==> src/rtl/mem_arb_pkg.sv <==
// rtl/mem_arb_pkg.sv - shared types and constants for the unified-memory arbiter
package mem_arb_pkg;

  typedef enum logic {IDLE = 1'b0, ACCESS = 1'b1} state_t;
  typedef enum logic {OWN_I = 1'b0, OWN_D = 1'b1} owner_t;

  localparam logic [2:0] MEMOP_WORD  = 3'b010;
  localparam int         MEM_LAT_MAX = 4;
  localparam int         LAT_CW      = $clog2(MEM_LAT_MAX + 1);
  localparam int         STARVE_CW   = 4;

  // Load value for the ACCESS down-counter; the last ACCESS cycle sees 1.
  function automatic logic [LAT_CW-1:0] lat_load(input int lat);
    return LAT_CW'(lat);
  endfunction

endpackage

==> src/rtl/mem_arbiter_if.sv <==
// rtl/mem_arbiter_if.sv - fetch port, data port and memory port bundle of the arbiter
interface mem_arbiter_if #(
  parameter int AW = 32,
  parameter int DW = 32
);

  logic          i_req;
  logic [AW-1:0] i_addr;
  logic          i_gnt;
  logic          i_rvalid;
  logic [DW-1:0] i_rdata;

  logic          d_req;
  logic          d_we;
  logic [2:0]    d_op;
  logic [AW-1:0] d_addr;
  logic [DW-1:0] d_wdata;
  logic          d_gnt;
  logic          d_rvalid;
  logic [DW-1:0] d_rdata;

  logic          m_en;
  logic          m_we;
  logic [2:0]    m_op;
  logic [AW-1:0] m_addr;
  logic [DW-1:0] m_wdata;
  logic [DW-1:0] m_rdata;

  modport slave (
    input  i_req, i_addr,
    input  d_req, d_we, d_op, d_addr, d_wdata,
    input  m_rdata,
    output i_gnt, i_rvalid, i_rdata,
    output d_gnt, d_rvalid, d_rdata,
    output m_en, m_we, m_op, m_addr, m_wdata
  );

  modport master (
    output i_req, i_addr,
    output d_req, d_we, d_op, d_addr, d_wdata,
    output m_rdata,
    input  i_gnt, i_rvalid, i_rdata,
    input  d_gnt, d_rvalid, d_rdata,
    input  m_en, m_we, m_op, m_addr, m_wdata
  );

endinterface

==> src/rtl/mem_arb_prio.sv <==
// rtl/mem_arb_prio.sv - data-first grant select with a fetch starvation guard
module mem_arb_prio
  import mem_arb_pkg::*;
#(
  parameter int STARVE_MAX = 4
) (
  input  logic clk,
  input  logic rst,
  input  logic idle,
  input  logic i_req,
  input  logic d_req,
  output logic grant_i,
  output logic grant_d
);

  localparam logic [STARVE_CW-1:0] SMAX = STARVE_CW'(STARVE_MAX);

  logic [STARVE_CW-1:0] starve_cnt;
  logic                 starved;

  assign starved = i_req && (starve_cnt == SMAX);

  always_comb begin
    grant_i = 1'b0;
    grant_d = 1'b0;
    if (idle) begin
      if (d_req && !starved) begin
        grant_d = 1'b1;
      end else if (i_req) begin
        grant_i = 1'b1;
      end
    end
  end

  // Counts data grants that bypassed a waiting fetch; frozen while a transaction is in flight.
  always_ff @(posedge clk or negedge rst) begin
    if (!rst) begin
      starve_cnt <= '0;
    end else if (idle) begin
      if (grant_i || !i_req) begin
        starve_cnt <= '0;
      end else if (grant_d && (starve_cnt != SMAX)) begin
        starve_cnt <= starve_cnt + 1'b1;
      end
    end
  end

endmodule

==> src/rtl/mem_arbiter.sv <==
// rtl/mem_arbiter.sv - single-ported unified memory shared by fetch and data ports
module mem_arbiter
  import mem_arb_pkg::*;
#(
  parameter int AW         = 32,
  parameter int DW         = 32,
  parameter int MEM_LAT    = 1,
  parameter int STARVE_MAX = 4
) (
  input  logic         clk,
  input  logic         rst,
  mem_arbiter_if.slave bus
);

  state_t            state_q;
  state_t            state_d;
  logic [LAT_CW-1:0] lat_q;
  logic [LAT_CW-1:0] lat_d;
  logic              ready_q;
  logic              idle;
  logic              grant_i;
  logic              grant_d;
  logic              done;

  owner_t            owner_q;
  logic              m_en_q;
  logic              m_we_q;
  logic [2:0]        m_op_q;
  logic [AW-1:0]     m_addr_q;
  logic [DW-1:0]     m_wdata_q;
  logic              i_rvalid_q;
  logic [DW-1:0]     i_rdata_q;
  logic              d_rvalid_q;
  logic [DW-1:0]     d_rdata_q;

  // Grants are held off until the first clock after reset release.
  always_ff @(posedge clk or negedge rst) begin
    if (!rst) begin
      ready_q <= 1'b0;
    end else begin
      ready_q <= 1'b1;
    end
  end

  assign idle = (state_q == IDLE) && ready_q;

  mem_arb_prio #(
    .STARVE_MAX(STARVE_MAX)
  ) u_prio (
    .clk    (clk),
    .rst    (rst),
    .idle   (idle),
    .i_req  (bus.i_req),
    .d_req  (bus.d_req),
    .grant_i(grant_i),
    .grant_d(grant_d)
  );

  always_ff @(posedge clk or negedge rst) begin
    if (!rst) begin
      state_q <= IDLE;
      lat_q   <= '0;
    end else begin
      state_q <= state_d;
      lat_q   <= lat_d;
    end
  end

  always_comb begin
    state_d = state_q;
    lat_d   = lat_q;
    done    = 1'b0;
    case (state_q)
      IDLE: begin
        if (grant_i || grant_d) begin
          state_d = ACCESS;
          lat_d   = lat_load(MEM_LAT);
        end
      end
      ACCESS: begin
        if (lat_q == LAT_CW'(1)) begin
          state_d = IDLE;
          lat_d   = '0;
          done    = 1'b1;
        end else begin
          lat_d = lat_q - 1'b1;
        end
      end
      default: begin
        state_d = IDLE;
        lat_d   = '0;
      end
    endcase
  end

  // Request fields are captured at grant and stay on the memory port through ACCESS.
  always_ff @(posedge clk or negedge rst) begin
    if (!rst) begin
      owner_q    <= OWN_I;
      m_en_q     <= 1'b0;
      m_we_q     <= 1'b0;
      m_op_q     <= '0;
      m_addr_q   <= '0;
      m_wdata_q  <= '0;
      i_rvalid_q <= 1'b0;
      i_rdata_q  <= '0;
      d_rvalid_q <= 1'b0;
      d_rdata_q  <= '0;
    end else begin
      m_en_q     <= grant_i || grant_d;
      i_rvalid_q <= done && (owner_q == OWN_I);
      d_rvalid_q <= done && (owner_q == OWN_D);
      if (grant_d) begin
        owner_q   <= OWN_D;
        m_we_q    <= bus.d_we;
        m_op_q    <= bus.d_op;
        m_addr_q  <= bus.d_addr;
        m_wdata_q <= bus.d_wdata;
      end else if (grant_i) begin
        owner_q   <= OWN_I;
        m_we_q    <= 1'b0;
        m_op_q    <= MEMOP_WORD;
        m_addr_q  <= bus.i_addr;
        m_wdata_q <= '0;
      end
      if (done) begin
        if (owner_q == OWN_I) begin
          i_rdata_q <= bus.m_rdata;
        end else begin
          d_rdata_q <= m_we_q ? '0 : bus.m_rdata;
        end
      end
    end
  end

  assign bus.i_gnt    = grant_i;
  assign bus.d_gnt    = grant_d;
  assign bus.i_rvalid = i_rvalid_q;
  assign bus.i_rdata  = i_rdata_q;
  assign bus.d_rvalid = d_rvalid_q;
  assign bus.d_rdata  = d_rdata_q;
  assign bus.m_en     = m_en_q;
  assign bus.m_we     = m_we_q;
  assign bus.m_op     = m_op_q;
  assign bus.m_addr   = m_addr_q;
  assign bus.m_wdata  = m_wdata_q;

endmodule

==> src/flat_wrapper.sv <==
// flat-port wrapper written by rule: the top's interface ports become plain ports
module mem_arbiter_flat import mem_arb_pkg::*;
#(
  parameter int AW         = 32,
  parameter int DW         = 32,
  parameter int MEM_LAT    = 1,
  parameter int STARVE_MAX = 4
)
  (clk, rst, bus_i_req, bus_i_addr, bus_d_req, bus_d_we, bus_d_op, bus_d_addr, bus_d_wdata, bus_m_rdata, bus_i_gnt, bus_i_rvalid, bus_i_rdata, bus_d_gnt, bus_d_rvalid, bus_d_rdata, bus_m_en, bus_m_we, bus_m_op, bus_m_addr, bus_m_wdata);
  mem_arbiter_if #(.AW(AW), .DW(DW)) bus_i ();
  input  logic clk;
  input  logic rst;
  input wire logic [$bits(bus_i.i_req)-1:0] bus_i_req;
  input wire logic [$bits(bus_i.i_addr)-1:0] bus_i_addr;
  input wire logic [$bits(bus_i.d_req)-1:0] bus_d_req;
  input wire logic [$bits(bus_i.d_we)-1:0] bus_d_we;
  input wire logic [$bits(bus_i.d_op)-1:0] bus_d_op;
  input wire logic [$bits(bus_i.d_addr)-1:0] bus_d_addr;
  input wire logic [$bits(bus_i.d_wdata)-1:0] bus_d_wdata;
  input wire logic [$bits(bus_i.m_rdata)-1:0] bus_m_rdata;
  output wire logic [$bits(bus_i.i_gnt)-1:0] bus_i_gnt;
  output wire logic [$bits(bus_i.i_rvalid)-1:0] bus_i_rvalid;
  output wire logic [$bits(bus_i.i_rdata)-1:0] bus_i_rdata;
  output wire logic [$bits(bus_i.d_gnt)-1:0] bus_d_gnt;
  output wire logic [$bits(bus_i.d_rvalid)-1:0] bus_d_rvalid;
  output wire logic [$bits(bus_i.d_rdata)-1:0] bus_d_rdata;
  output wire logic [$bits(bus_i.m_en)-1:0] bus_m_en;
  output wire logic [$bits(bus_i.m_we)-1:0] bus_m_we;
  output wire logic [$bits(bus_i.m_op)-1:0] bus_m_op;
  output wire logic [$bits(bus_i.m_addr)-1:0] bus_m_addr;
  output wire logic [$bits(bus_i.m_wdata)-1:0] bus_m_wdata;
  assign bus_i.i_req = bus_i_req;
  assign bus_i.i_addr = bus_i_addr;
  assign bus_i.d_req = bus_d_req;
  assign bus_i.d_we = bus_d_we;
  assign bus_i.d_op = bus_d_op;
  assign bus_i.d_addr = bus_d_addr;
  assign bus_i.d_wdata = bus_d_wdata;
  assign bus_i.m_rdata = bus_m_rdata;
  assign bus_i_gnt = bus_i.i_gnt;
  assign bus_i_rvalid = bus_i.i_rvalid;
  assign bus_i_rdata = bus_i.i_rdata;
  assign bus_d_gnt = bus_i.d_gnt;
  assign bus_d_rvalid = bus_i.d_rvalid;
  assign bus_d_rdata = bus_i.d_rdata;
  assign bus_m_en = bus_i.m_en;
  assign bus_m_we = bus_i.m_we;
  assign bus_m_op = bus_i.m_op;
  assign bus_m_addr = bus_i.m_addr;
  assign bus_m_wdata = bus_i.m_wdata;
  mem_arbiter #(.AW(AW), .DW(DW), .MEM_LAT(MEM_LAT), .STARVE_MAX(STARVE_MAX)) u_core (.clk(clk), .rst(rst), .bus(bus_i));
endmodule
==> config.mk <==
export PLATFORM = sky130hd
export DESIGN_NAME = mem_arbiter_flat
export DESIGN_NICKNAME = d
export VERILOG_FILES = /design/src/rtl/mem_arb_pkg.sv /design/src/rtl/mem_arbiter_if.sv /design/src/rtl/mem_arb_prio.sv /design/src/rtl/mem_arbiter.sv /design/src/flat_wrapper.sv
export SDC_FILE = /design/constraint.sdc
export NUM_CORES = 1
export LEC_CHECK = 0
export CAP_MARGIN = 20
export CORE_MARGIN = 4
export CORE_UTILIZATION = 39
export DETAILED_ROUTE_END_ITERATION = 16
export MAX_ROUTING_LAYER = met4
export PLACE_DENSITY = 0.75
export SLEW_MARGIN = 25
export SYNTH_ARGS = -nofsm -noshare
export SYNTH_HDL_FRONTEND = slang
export SYNTH_SLANG_ARGS = --single-unit
==> constraint.sdc <==
create_clock -name clk -period 1.8 [get_ports clk]
set_input_delay 0.36 -clock clk [delete_from_list [all_inputs] [get_ports clk]]
set_output_delay 0.36 -clock clk [all_outputs]
set_load 0.01 [all_outputs]
==> results.md, run 1 <==
* Fin crit period at 1.83 ns
* Drt initial violations at 300
* Crit path cell chain: inv_2 > ha_4 > nand4b_1 > and3_4 > buf_6
* Layout Cells excl Fill at 1034
* WL/cell at 18.2 um
* R2r setup slk at -0.01 ns
* WP data required at around 1.4 ns
* Comb power frac at a little under half
* Clock buffer depth at 2
* Vias per inst at 5.08
* Area of the mapped netlist at 6280 um^2
* Vias in the first global route at 5678
* Fmax at 548 MHz
* Maximum VDD drop at between 700 and 800 uV
* Via Count at approximately 5300
* Clock group share of total power at between 20% and 30%
* Worst reg2reg path depth at 5
* EDFF count, synth at 0
* Worst Hold Class: input pin to async pin
* Placer's final routability congestion estimate at 0.800
* Static Leak at 4.24 nW
* Reg2reg start: u_core.state_q
* Period utilization at 101%
* CTS HTree Levels at 4
* Max_cap viols at 0
* Syn-to-layout area delta at 58.0%
* FF-to-FF End: u_core.bus.m_wdata[5]
* Root buf cell: clkbuf_16
* Register bit total from synthesis at between 100 and 150
* Initial antenna violation count at 0
* Failing checks: setup timing
* Setup ws final at -0.0264 ns
* Detailed-placement wirelength estimate at 13.4 mm
* Syn Nets at 674
* Sequential power share at 33.9%
* CP Capture Type: output port
* Setup CP Type: flip-flop to output port
* Asr flop ratio synth at 100%
* TritonRoute pass-1 iters at 4
* Total number of yosys warnings at 0
* Sw Ratio at 33.6%
* Ant. Diodes at 0
* Port Buf Inserts at 272
* Detail Route Antenna Nets at 0
* Pwr dens at 1720 nW/um^2
* DRT Wirelength at 18.8 mm
* Post-CTS Repair Setup Buffers at 0
* Worst Skew at 0.00806 ns
* Pin count of the biggest net entering global routing at approximately 70
* CP max FO at 2
* Yosys top cell area share at 57.8%
* Die H at 135 um
* Placed insts at 1001
* Crit-path slowest cell: dfrtp_1
* Slew Viols, Final at 0
* Multiplexer share of the synthesized area at under 10%
* Compound-Gate Fraction of Synth Area at between 10% and 20%
* Clk_lat worst skew at 0.41 ns
* Post-Syn Instances at 534
* # clock sinks at between 100 and 150
* First-pass GRT wire length at around 30 mm
* Reg clk slew, reported paths at about 0.060 ns
* RSZ-0062 raised after global routing: yes
* CP max stage delay at 0.40 ns
* Unique cell type count in the Yosys netlist at 41
* Seq/Total Area, Yosys at 57.8%
* Xor and xnor area share after synthesis at 0%
* Final TNS setup at -0.0445 ns
* Mean post-synth cell area at 11.8 um^2
* Final setup fails at 4
* Sw power at 5.73 mW
* Post-Synth Simple-Gate Area at 11.6%
* Crit path buffers/inverters at 2
* Largest family of logic cells by synthesized area: compound AO/OA/AOI/OAI gates
* Initial Utilization at 39.7%
* Final nets at around 950
* Cell internal pwr at 11.3 mW
* Post-synth top flop: dfrtp_1
* CTS Buf Count at 17
* CTS tree: yes
* CP delay by family, top: flip-flops
* Total GRT Usage at 21.3%
* WP data arrival at 1.47 ns
* CORE AREA at 15800 um^2
* Worst setup SP type: flip-flop
* Die area at 18200 um^2
* DRC at 0
* Synth top area cells: dfrtp_1, a221oi_2, mux2_1, a22o_1, nor2_1
* Die Wd at 135 um
* Gr ovfl total at 0
* Final hold violation count at 0
* Share of layout cells above drive strength 1 at around an eighth
* WP depth at 5
* FP Rows at 46
* Top Ports at 273
* Post-layout util at 62.6%
* Status: finished, violations left
* Cell taking the most area after synthesis: dfrtp_1
* Adder-cell share of the synthesized area at 0.797%
## metal layers
| layer | track usage [%] | part of all wire [%] | routed length [um] | vias up |
|---|---|---|---|---|
| li1 | - | - | - | 2437 |
| met1 | 27.1 | 42 | 7880 | 2594 |
| met2 | 34.4 | 50 | 9350 | 203 |
| met3 | 4.73 | 6.6 | 1240 | 22 |
| met4 | 6.67 | 1.7 | 316 | 0 |
| met5 | - | 0 | 0 | - |
## final cells by class
type,count,area (um^2)
inverter,7,26.3
tap,216,270
fill,1247,5910
sequential,145,3630
timing repair buffer,295,3020
clock inverter,12,133
multi-input combinational,339,2380
clock buffer,20,457
## worst max path at each step
stage,from,endpoint,slack (ns)
after floorplan,u_core.state_q,bus_i_gnt,0.21
after global placement,bus_i_req,bus_d_gnt,-0.25
after detailed placement,bus_i_req,bus_i_gnt,-0.32
after CTS,u_core.u_prio.starve_cnt[1],bus_d_gnt,-0.07
after global routing,u_core.u_prio.starve_cnt[0],bus_d_gnt,-0.10
final,u_core.u_prio.starve_cnt[0],bus_d_gnt,-0.03
## sequential cells by signal (all words and copies together), names as in the netlist
register	flops
u_core.bus.m_op	3
u_core.bus.d_rvalid	1
u_core.bus.m_addr	32
u_core.lat_q	3
u_core.bus.m_wdata	32
u_core.bus.d_rdata	32
u_core.ready_q	1
u_core.state_q	1
u_core.bus.i_rvalid	1
u_core.bus.i_rdata	32
u_core.bus.m_we	1
u_core.bus.m_en	1
u_core.u_prio.starve_cnt	4
u_core.owner_q	1
## cells by family (layout without fill, tap and decap cells)
group	Yosys count	count (layout)
buffers and inverters	50	334
AO/OA/AOI/OAI	146	146
AND/OR/NAND/NOR	155	155
multiplexers	33	33
adder cells (fa/ha/maj)	4	4
flip-flops	145	145
other	1	1
## power by group through the flow
stage               Combinational (mW)  Clock (mW)  Sequential, mW
global placement                  7.59           0            5.74
finish                            7.77        3.51            5.79
detailed placement                7.82           0            5.78
floorplan                         2.85           0            6.36
CTS                               7.86        3.57            5.79
global route                      8.38        3.71            5.96
## what timing repair did
item / CTS / global route
endpoints found under the setup margin: 2 / 34
resized for setup: 13 / 3
pin swaps: 2 / 3
hold buffers: 1 / 0
endpoints found under the hold margin: 36 / 0
## cells in the mapped netlist, types with 2 or more instances
cell type	number
mux2_1	29
a22o_1	35
a221oi_1	2
o21ai_0	3
nand2b_1	34
nand3_1	2
dfrtp_1	145
nor3b_1	2
a21oi_1	35
nor2b_1	4
a221oi_2	30
ha_1	4
buf_2	27
nand4b_1	2
buf_6	10
nand3b_1	2
clkbuf_1	4
inv_1	6
mux2_2	3
o21ai_1	34
nor2_1	64
nand2_1	38
## placed cells by master, fill, tap and decap left out, types with 2 or more instances in the layout
master / n
a221oi_2: 30
nor2b_1: 4
buf_12: 10
o21ai_0: 3
ha_1: 2
clkdlybuf4s50_1: 269
buf_6: 2
mux2_1: 29
nand3b_1: 2
inv_2: 3
nand2b_1: 34
inv_6: 2
mux2_2: 3
a22o_1: 35
clkbuf_8: 2
clkbuf_16: 17
buf_4: 12
bufinv_16: 2
nor2_1: 64
nand4b_1: 2
a221oi_1: 2
nand2_1: 38
nor3b_1: 2
clkinv_2: 3
nand3_1: 2
clkinvlp_4: 3
inv_1: 4
o21ai_1: 34
clkinv_4: 2
dfrtp_1: 145
a21oi_1: 34
## stage by stage
stage	setup slack [ns]	power, mW	hold slack [ns]	area, um^2
after detailed placement	-0.321	13.6	0.299	9300
after floorplan	0.206	9.21	0.0644	6280
after CTS	-0.0659	17.2	0.419	9900
after global routing	-0.101	18.1	0.450	9910
final	-0.0264	17.1	0.417	9910
after global placement	-0.251	13.3	0.295	9300
Note: power is estimated with default switching activity, not from simulation.
==> inputs of run 2 (changes only) <==
Settings changed: CORE_UTILIZATION 39 to 35, PLACE_DENSITY 0.75 to 0.68.
==> run 2 against run 1 <==
The flow now finishes without violations. Sequential share of layout area fell by 0.66 points. Design area is 1.8% higher. Power increased by 2.2%. Largest cell class unchanged.
==> results.md, run 2 (synthesized netlist as in run 1, its figures left out) <==
* Status: finished, final reports clean
* Placer's final routability congestion estimate at 0.800 (about the same)
* Port Buf Inserts at 272 (unchanged)
* Share of layout cells above drive strength 1 at 13.1% (+0.73 points)
* CTS HTree Levels at 4 (unchanged)
* Setup WS pre-CTS at -0.211 ns (+0.110 ns)
* Placed insts at 1011 (+1.0%)
* Maximum VDD drop at 776 uV (+1.9%)
* Root buf cell: clkbuf_16
* Gr ovfl total at 0 (unchanged)
* Initial antenna violation count at 0 (unchanged)
* CORE AREA at 17400 um^2 (+10%)
* FP Rows at 48 (+4.3%)
* Clk_lat worst skew at 0.41 ns (about the same)
* R2r setup slk at 0.07 ns (+0.08 ns)
* Setup CP Type: flip-flop to output port
* Dpl cell area at 9310 um^2 (+0.20%)
* RSZ-0062 raised after global routing: yes
* CP delay by family, top: flip-flops
* Worst reg2reg path depth at 7 (+2)
* Setup ws final at 0.0146 ns (+0.0410 ns)
* Initial Utilization at 36.0% (-3.6 points)
* Post-route cell area at 10100 um^2 (+1.8%)
* CTS Buf Count at 17 (unchanged)
* Layout Cells excl Fill at 1051 (+1.6%)
* Syn-to-layout area delta at 60.9%
* # clock sinks at 145 (unchanged)
* Detail Route Antenna Nets at 0 (unchanged)
* Period utilization at 99.2% (-2.3 points)
* Fin crit period at 1.79 ns (-0.0410 ns)
* Crit-path slowest cell: dfrtp_1
* WP data required at 1.44 ns (about the same)
* Die Wd at 142 um (+5.2%)
* Die area at 20100 um^2 (+11%)
* Max_cap viols at 0 (unchanged)
* Pin count of the biggest net entering global routing at 66 (-2.9%)
* Ant. Diodes at 0 (unchanged)
* Pwr dens at 1730 nW/um^2 (+0.37%)
* DRT Wirelength at 18.8 mm (-0.12%)
* Most common cell after layout, fill and taps aside: clkdlybuf4s50_1
* Most frequent cells in the layout: clkdlybuf4s50_1, dfrtp_1, nor2_1, nand2_1
* CP max stage delay at 0.38 ns (-0.02 ns)
* Top Ports at 273 (unchanged)
* CTS tree: yes
* Reg clk slew, reported paths at 0.06 ns (about the same)
* Final setup fails at 0 (-4)
* Reg2reg start: u_core.lat_q[1]
* Crit path buffers/inverters at 2 (unchanged)
* Final hold violation count at 0 (unchanged)
* TritonRoute pass-1 iters at 6 (+2)
* Drt initial violations at 185 (-38%)
* FF-to-FF End: u_core.bus.i_rdata[6]
* Crit path cell chain: inv_2 > ha_4 > nand4b_1 > and3_4 > buf_6
* Worst setup SP type: flip-flop
* WL/cell at 17.9 um (-1.7%)
* Slew Viols, Final at 0 (unchanged)
* CP max FO at 2 (unchanged)
* Vias in the first global route at 5436 (-4.3%)
* Via Count at 5160 (-1.8%)
* Fmax at 560 MHz (+2.3%)
* Worst Skew at 0.00828 ns (+0.000226 ns)
* First-pass GRT wire length at 29.2 mm (-2.4%)
* Static Leak at 4.32 nW (+1.7%)
* Detailed-placement wirelength estimate at 13.3 mm (-0.96%)
* Worst Hold Class: input pin to async pin
* Final nets at 953 (+0.85%)
* Vias per inst at 4.91 (-3.4%)
* DRC at 0 (unchanged)
* Die H at 142 um (+5.2%)
* Total GRT Usage at 18.8% (-2.6 points)
* Clock buffer depth at 2 (unchanged)
* CP Capture Type: output port
* Hold WS at 0.386 ns (-0.0316 ns)
* WP data arrival at 1.43 ns (-0.04 ns)
run 2: cell count changes in the layout (fill, tap and decap cells not counted), moves of 2 or more:
cell and change:
clkinv_2 -2, clkbuf_16 +3, buf_4 +4, bufinv_16 +2
run 2: cell type report:
cell class,instances,area [um^2]
fillers,1436,7320
flip-flops and latches,145,3630
repair buffers,303,3150
multi-input cells,339,2390
clock buffers,20,447
well taps,225,282
clock inverters,12,181
inverters,7,26.3
run 2: repair_timing:
action,in CTS,in global routing
hold buffers,1,0
setup buffers,1,3
hold endpoints to repair,25,0
gates cloned,0,3
gates resized for setup,13,4
pin swaps,2,3
setup endpoints to repair,2,6
run 2: how the worst max path moves through the flow:
stage	start	end	slack [ns]	cells past startpoint
after floorplan	u_core.state_q	bus_i_gnt	0.21	5
after global placement	bus_i_req	bus_d_gnt	-0.20	4
after detailed placement	bus_i_req	bus_d_gnt	-0.21	4
after CTS	u_core.u_prio.starve_cnt[1]	bus_d_gnt	-0.02	5
after global routing	u_core.u_prio.starve_cnt[0]	bus_d_gnt	-0.09	5
final	u_core.u_prio.starve_cnt[0]	bus_d_gnt	0.01	5
run 2: where the power goes:
group          switching, mW  leakage [nW]  internal [mW]
clock                   1.36         0.293           2.37
sequential             0.931          1.76           4.83
combinational           3.41          2.26           4.55
run 2: per-layer routing:
metal,GRT usage (%),wire length [um],vias to the layer above
met5,-,0,-
met4,5.91,344,0
met3,4.55,941,27
met2,30.8,9720,171
met1,23.0,7760,2508
li1,-,-,2454
run 2: through the flow:
stage | util [%] | total power, mW | setup TNS, ns
3_3_place_gp | 53.5 | 13.3 | -2.91
6_report | 58.0 | 17.4 | 0
5_1_grt | 58.0 | 18.5 | -0.142
3_5_place_dp | 53.5 | 13.6 | -4.25
2_1_floorplan | - | 9.21 | 0
4_1_cts | 57.2 | 17.4 | -0.0165
